<file path="src/rtl/dilithium_pkg.sv">
// Shared Dilithium constants and sampler FSM states.
// Used by the uniform/eta rejection samplers and the NTT blocks.
package dilithium_pkg;

    localparam int DIL_Q      = 8380417;
    localparam int DIL_N      = 256;
    localparam int DIL_COEF_W = 23;

    typedef enum logic [1:0] {
        IDLE,
        RUN,
        DONE
    } samp_state_e;

endpackage

</file>
<file path="src/rtl/rej_byte_buf.sv">
// Little-endian byte FIFO between the 64-bit sponge words and 3-byte candidates.
// Holds up to 10 bytes; a pop and a push may happen in the same cycle.
module rej_byte_buf #(
    parameter int WORD_W = 64
) (
    input  logic              clk,
    input  logic              rst,
    input  logic              clear,
    input  logic              en,
    input  logic [WORD_W-1:0] push_word,
    input  logic              push_valid,
    output logic              push_ready,
    input  logic              pop3,
    output logic [23:0]       out,
    output logic [3:0]        cnt
);

    localparam int BUF_W = WORD_W + 16;

    logic [BUF_W-1:0] byte_q;
    logic [BUF_W-1:0] shifted;
    logic [BUF_W-1:0] appended;
    logic [3:0]       cnt_s;
    logic             push;

    always_comb begin
        cnt_s      = pop3 ? cnt - 4'd3 : cnt;
        shifted    = pop3 ? (byte_q >> 24) : byte_q;
        push_ready = en && (cnt_s <= 4'd2);
        push       = push_valid && push_ready;
        // Bytes above cnt_s are always zero, so the OR places the word cleanly.
        appended   = shifted | ({16'b0, push_word} << {cnt_s, 3'b000});
    end

    assign out = byte_q[23:0];

    always_ff @(posedge clk) begin
        if (rst || clear) begin
            byte_q <= '0;
            cnt    <= '0;
        end else begin
            byte_q <= push ? appended : shifted;
            cnt    <= push ? cnt_s + 4'd8 : cnt_s;
        end
    end

endmodule

</file>
<file path="src/rtl/rej_uniform_sampler.sv">
// Dilithium ExpandA rejection sampler: 3-byte candidates masked to 23 bits,
// kept when below q, streamed out as N indexed coefficients per polynomial.
module rej_uniform_sampler
    import dilithium_pkg::*;
#(
    parameter int DATA_IN_BITS = 64,
    parameter int Q            = DIL_Q,
    parameter int N            = DIL_N,
    parameter int COEF_W       = DIL_COEF_W,
    parameter int IDX_W        = $clog2(N)
) (
    input  logic                    clk,
    input  logic                    rst,
    input  logic                    start,
    input  logic [DATA_IN_BITS-1:0] in_data,
    input  logic                    in_valid,
    output logic                    in_ready,
    output logic [COEF_W-1:0]       coef_data,
    output logic [IDX_W-1:0]        coef_idx,
    output logic                    coef_valid,
    output logic                    coef_last,
    input  logic                    coef_ready,
    output logic                    busy,
    output logic                    done
);

    localparam logic [COEF_W-1:0] Q_V    = COEF_W'(Q);
    localparam logic [IDX_W:0]    N_V    = (IDX_W + 1)'(N);
    localparam logic [IDX_W:0]    LAST_V = (IDX_W + 1)'(N - 1);

    samp_state_e state, state_n;

    logic [IDX_W:0]      idx;
    logic [23:0]         win;
    logic [3:0]          cnt;
    logic [COEF_W-1:0]   cand;
    logic                run_en;
    logic                free;
    logic                pop3;
    logic                accept;
    logic                clear;

    always_comb begin
        run_en = (state == RUN) && (idx < N_V);
        free   = !coef_valid || coef_ready;
        pop3   = run_en && (cnt >= 4'd3) && free;
        // Top bit of the third byte is dropped before the bound check.
        cand   = {win[22:16], win[15:8], win[7:0]};
        accept = pop3 && (cand < Q_V);
        clear  = ((state == IDLE) && start) || (state == DONE);
    end

    rej_byte_buf #(
        .WORD_W(DATA_IN_BITS)
    ) u_buf (
        .clk       (clk),
        .rst       (rst),
        .clear     (clear),
        .en        (run_en),
        .push_word (in_data),
        .push_valid(in_valid),
        .push_ready(in_ready),
        .pop3      (pop3),
        .out       (win),
        .cnt       (cnt)
    );

    always_ff @(posedge clk) begin
        if (rst) begin
            state <= IDLE;
        end else begin
            state <= state_n;
        end
    end

    always_comb begin
        state_n = state;
        busy    = 1'b0;
        done    = 1'b0;
        unique case (state)
            IDLE: begin
                if (start) begin
                    state_n = RUN;
                end
            end
            RUN: begin
                busy = 1'b1;
                if (coef_valid && coef_ready && coef_last) begin
                    state_n = DONE;
                end
            end
            DONE: begin
                busy    = 1'b1;
                done    = 1'b1;
                state_n = IDLE;
            end
            default: state_n = IDLE;
        endcase
    end

    always_ff @(posedge clk) begin
        if (rst) begin
            idx        <= '0;
            coef_valid <= 1'b0;
            coef_last  <= 1'b0;
            coef_data  <= '0;
            coef_idx   <= '0;
        end else begin
            if ((state == IDLE) && start) begin
                idx <= '0;
            end else if (accept) begin
                idx <= idx + 1'b1;
            end
            if (accept) begin
                coef_data  <= cand;
                coef_idx   <= idx[IDX_W-1:0];
                coef_last  <= (idx == LAST_V);
                coef_valid <= 1'b1;
            end else if (coef_ready) begin
                coef_valid <= 1'b0;
            end
        end
    end

endmodule

</file>
<file path="config.mk">
export PLATFORM = sky130hd
export DESIGN_NAME = rej_uniform_sampler
export DESIGN_NICKNAME = d
export VERILOG_FILES = /design/src/rtl/dilithium_pkg.sv /design/src/rtl/rej_byte_buf.sv /design/src/rtl/rej_uniform_sampler.sv
export SDC_FILE = /design/constraint.sdc
export NUM_CORES = 1
export LEC_CHECK = 0
export BUFFER_PORTS_ARGS = -buffer_cell sky130_fd_sc_hd__buf_2
export CORE_MARGIN = 5
export CORE_UTILIZATION = 30
export CTS_BUF_LIST = sky130_fd_sc_hd__clkbuf_2
export DETAILED_ROUTE_END_ITERATION = 8
export SETUP_SLACK_MARGIN = 0.3
export SLEW_MARGIN = 0
export SYNTH_ARGS = -nofsm -noshare
export SYNTH_HDL_FRONTEND = slang
export SYNTH_SLANG_ARGS = --single-unit
export TNS_END_PERCENT = 20
</file>
<file path="constraint.sdc">
create_clock -name clk -period 3.4 [get_ports clk]
set_input_delay 0.34 -clock clk [delete_from_list [all_inputs] [get_ports clk]]
set_output_delay 0.34 -clock clk [all_outputs]
set_load 0.005 [all_outputs]
</file>
==> run summary <==
The flow ran to the end, and the final reports show no timing, DRC or antenna violations. CTS saw 125 sinks. The relative area change from synthesis to final layout was 18.8%; the proportion of synthesized flip-flops having asynchronous set or reset was 0%.

In this run the core area contains 56 standard-cell rows. The run gives 26700 um2 as the total die area. The routed layout has 6652 vias. The root buffer cell chosen for the clock tree is sky130_fd_sc_hd__clkbuf_2.

The worst hold-check path type was primary input to register. Setup repair after global routing could not meet its margin everywhere. Summed over all failing endpoints, the final setup total negative slack is 0 ns. Yosys attributes the largest share of cell area to sky130_fd_sc_hd__dfxtp_1 35%, sky130_fd_sc_hd__mux4_2 9.9%, sky130_fd_sc_hd__mux2i_1 8.1%, sky130_fd_sc_hd__nand2_1 8.0%, sky130_fd_sc_hd__nor2_1 4.5%. Of all cell types, the one taking the most synthesized area is sky130_fd_sc_hd__dfxtp_1.

The H-tree was split into 4 levels. The initial utilization of the core area, before any placement, comes to 30.3%. The tools report the clock latency at the later pin of the worst-skew pair as 0.72 ns. For the number of filler instances in the final layout, the log shows 2426. Top-level port count: 105. The die is 163 um tall. After synthesis the cells add up to 7060 um2. The total count of hold-check failures in the final report is 0. In this run the static leakage power is 0.00298 uW. The global-route total usage across every layer is 17.7%, and the count of input and output buffers is 104. The largest fanout on the critical path was 10; the total of warnings raised by yosys was 0. The synthesized netlist net count was 886. A synthesized cell averages 8.73 um2.

The critical path starts at u_buf.cnt[1]$_SDFF_PP0_. The tools report the area occupied by multi-input gates as 4240 um2. The logs give 23.7 mm for the sum of routed wire length over all layers and 0 for the count of final setup violators. The worst pin sits at a relative slew slack of 50.2%.

Worst clock skew: 0.0528 ns. The worst setup path is launched from a register. The remaining number of nets flagged by the antenna check after routing came out at 0.

Final routed DRC violation total: 0. The worst setup path is captured at an output pin. TritonCTS built the clock tree. The worst-margin pin slew is 0.727 ns, and the number of antenna violations at the first check in global routing is 2.

Based on the critical path, the design can be clocked at up to 0.337 GHz. The data arrival time of the critical path is 2.62 ns, and the die width is 163 um. Entering global routing, the biggest net connects 70 pins. The longest clock path from root to sink contains 2 buffers. Of the synthesized area, sequential elements account for 35.4%.

The congestion estimate from routability-driven global placement came to 0.845. At the worst endpoint, the required time is 3.06 ns. The final global-route overflow total is 0. The run gives 2500 um2 as the register cell area after layout. Clock-pin slew was measured on the worst setup and hold paths at 0.20 ns.

For the number of unique standard cell types used by synthesis, the log shows 55. The first global-routing pass estimated 36.6 mm of wire. The number of global-route vias before repair was 6302; the detail-routed net length per standard cell was 19.1 um.

Timing analysis after detailed placement gives a worst setup slack of 0.565 ns. After legalization and detailed placement, the total HPWL measured 16.9 mm. Number of vias per cell: 5.35.

Once routing completed, OpenROAD measured the worst setup slack at 0.437 ns. The tools report the start point of the worst min-delay path as in_data[57]. The area share of the largest cell type after synthesis was 35.4%. The number of flops mapped to enable cells by yosys was 0.

The final number of max-transition violations came out at 0. The power per cell area works out to 500 nW/um2. The run gives 0 as the number of violations of the max-capacitance limit.

In the final design database the tool counted 988 nets. Of the cells placed in the final design, the portion with a size suffix greater than 1 is 22.9%. Post-CTS timing repair inserted 0 buffers for setup.

Synthesis handed over a netlist of 809 instances. The region available for standard cell placement spans 23300 um2. The time the final worst path needs with I/O delays and setup was 2.96 ns; the total CTS buffers was 17. Across the VDD grid, the largest voltage drop is 0.000184 V.

The dominant register cell in the synthesized netlist is sky130_fd_sc_hd__dfxtp_1. In this run the critical register-to-register path is launched from state[1]$_SDFFE_PP0P_. The final cycle utilization of the critical path came out at 87.1%. The most common cell after layout, fill and taps aside is sky130_fd_sc_hd__nand2_1. Synthesis inferred 125 register bits. In the layout the commonest cells are 151 x sky130_fd_sc_hd__nand2_1, 123 x sky130_fd_sc_hd__dfxtp_1, 104 x sky130_fd_sc_hd__buf_2. The number of search-and-repair iterations in the first detailed-routing pass was 7; the iteration-0 DRC count of the detailed router was 530.

The critical path is of the register to output pin type.
==> per-layer routing <==
| metal | vias to the layer above | global-route usage [%] | share of wire (%) |
|---|---|---|---|
| li1 | 3147 | - | - |
| met2 | 269 | 28.5 | 47 |
| met3 | 58 | 3.18 | 5.7 |
| met5 | - | 0 | 0.029 |
| met4 | 2 | 5.87 | 2.6 |
| met1 | 3176 | 23.9 | 44 |
==> cell type report <==
class                      count  share of cell area [%]
multi-input combinational    611                    50.6
sequential                   125                    29.9
timing repair buffer         149                    11.6
tap                          319                    4.76
clock inverter                13                    1.79
clock buffer                  18                    1.07
inverter                       7                   0.313
antenna                        1                  0.0298
==> stage by stage <==
step           total power, uW  hold slack, ns  utilization [%]  std cells  cell area, um2
6_report                  4190          0.0763             36.0       1243            8390
5_1_grt                   4460          0.0281             36.0       1243            8390
4_1_cts                   4220         0.00466             35.9       1242            8370
3_5_place_dp              3200           0.443             33.8       1186            7880
3_3_place_gp              3190           0.438             33.8       1186            7880
2_1_floorplan             2740           0.427                -        809            7060
==> worst max-delay path, stage by stage (launching register included) <==
cell                       delay (ns)
sky130_fd_sc_hd__dfxtp_2         0.46
sky130_fd_sc_hd__ha_1            0.29
sky130_fd_sc_hd__nor2_2          0.10
sky130_fd_sc_hd__a211oi_4        0.33
sky130_fd_sc_hd__mux2_4          0.42
sky130_fd_sc_hd__and3_1          0.21
sky130_fd_sc_hd__buf_2           0.13
==> registers in the layout (all words and copies together) (netlist names) <==
| name | count |
|---|---|
| coef_data | 23 |
| coef_idx | 8 |
| coef_last | 1 |
| coef_valid | 1 |
| idx | 9 |
| state | 2 |
| u_buf.byte_q | 77 |
| u_buf.cnt | 4 |
==> synth_stat cells (all sizes together) (2+ instances only) <==
cell type,number
nand4,8
nor3,4
nand2,151
mux4,31
clkbuf,35
inv,7
o221ai,3
nor2,85
xnor2,4
a31oi,34
nor2b,3
a21o,15
a221oi,5
a2111oi,3
o2bb2ai,8
o22ai,16
nand3,15
a41oi,4
o31ai,2
o21ai,35
xor2,6
a211o,2
ha,8
and3,4
o21a,10
and2,2
dfxtp,125
o211ai,7
a22oi,5
mux2,20
a211oi,6
mux2i,57
nand2b,5
nor4,4
a21oi,41
buf,31
==> cells by family after synthesis <==
logic type,count (synthesis),synth area share (%)
AO/OA/AOI/OAI,202,18.7
XOR/XNOR,10,1.51
adder cells (fa/ha/maj),8,1.42
buffers and inverters,73,4.92
flip-flops,125,35.4
multiplexers,108,21.5
AND/OR/NAND/NOR,283,16.5
==> final timing paths <==
check                           slack [ns]  depth (start not counted)                     endpoint
worst max-delay path                  0.44                          6                     in_ready
worst min-delay path                  0.08                          4  u_buf.byte_q[73]$_SDFF_PP0_
worst max register to register        0.58                         10  u_buf.byte_q[45]$_SDFF_PP0_
worst min register to register        0.47                          2  u_buf.byte_q[63]$_SDFF_PP0_
==> power by group <==
group	switching (uW)	leakage (uW)	internal, uW
Clock	592	0.000134	398
Combinational	882	0.00183	578
Sequential	130	0.00101	1610
==> repair_timing <==
| action | CTS | global route |
|---|---|---|
| cloned | 0 | 0 |
| gates resized for setup | 1 | 2 |
| endpoints found under the setup margin | 1 | 4 |
| hold buffers | 25 | 0 |
| hold endpoints to repair | 28 | 0 |
Power figures use the tool's default switching activity.
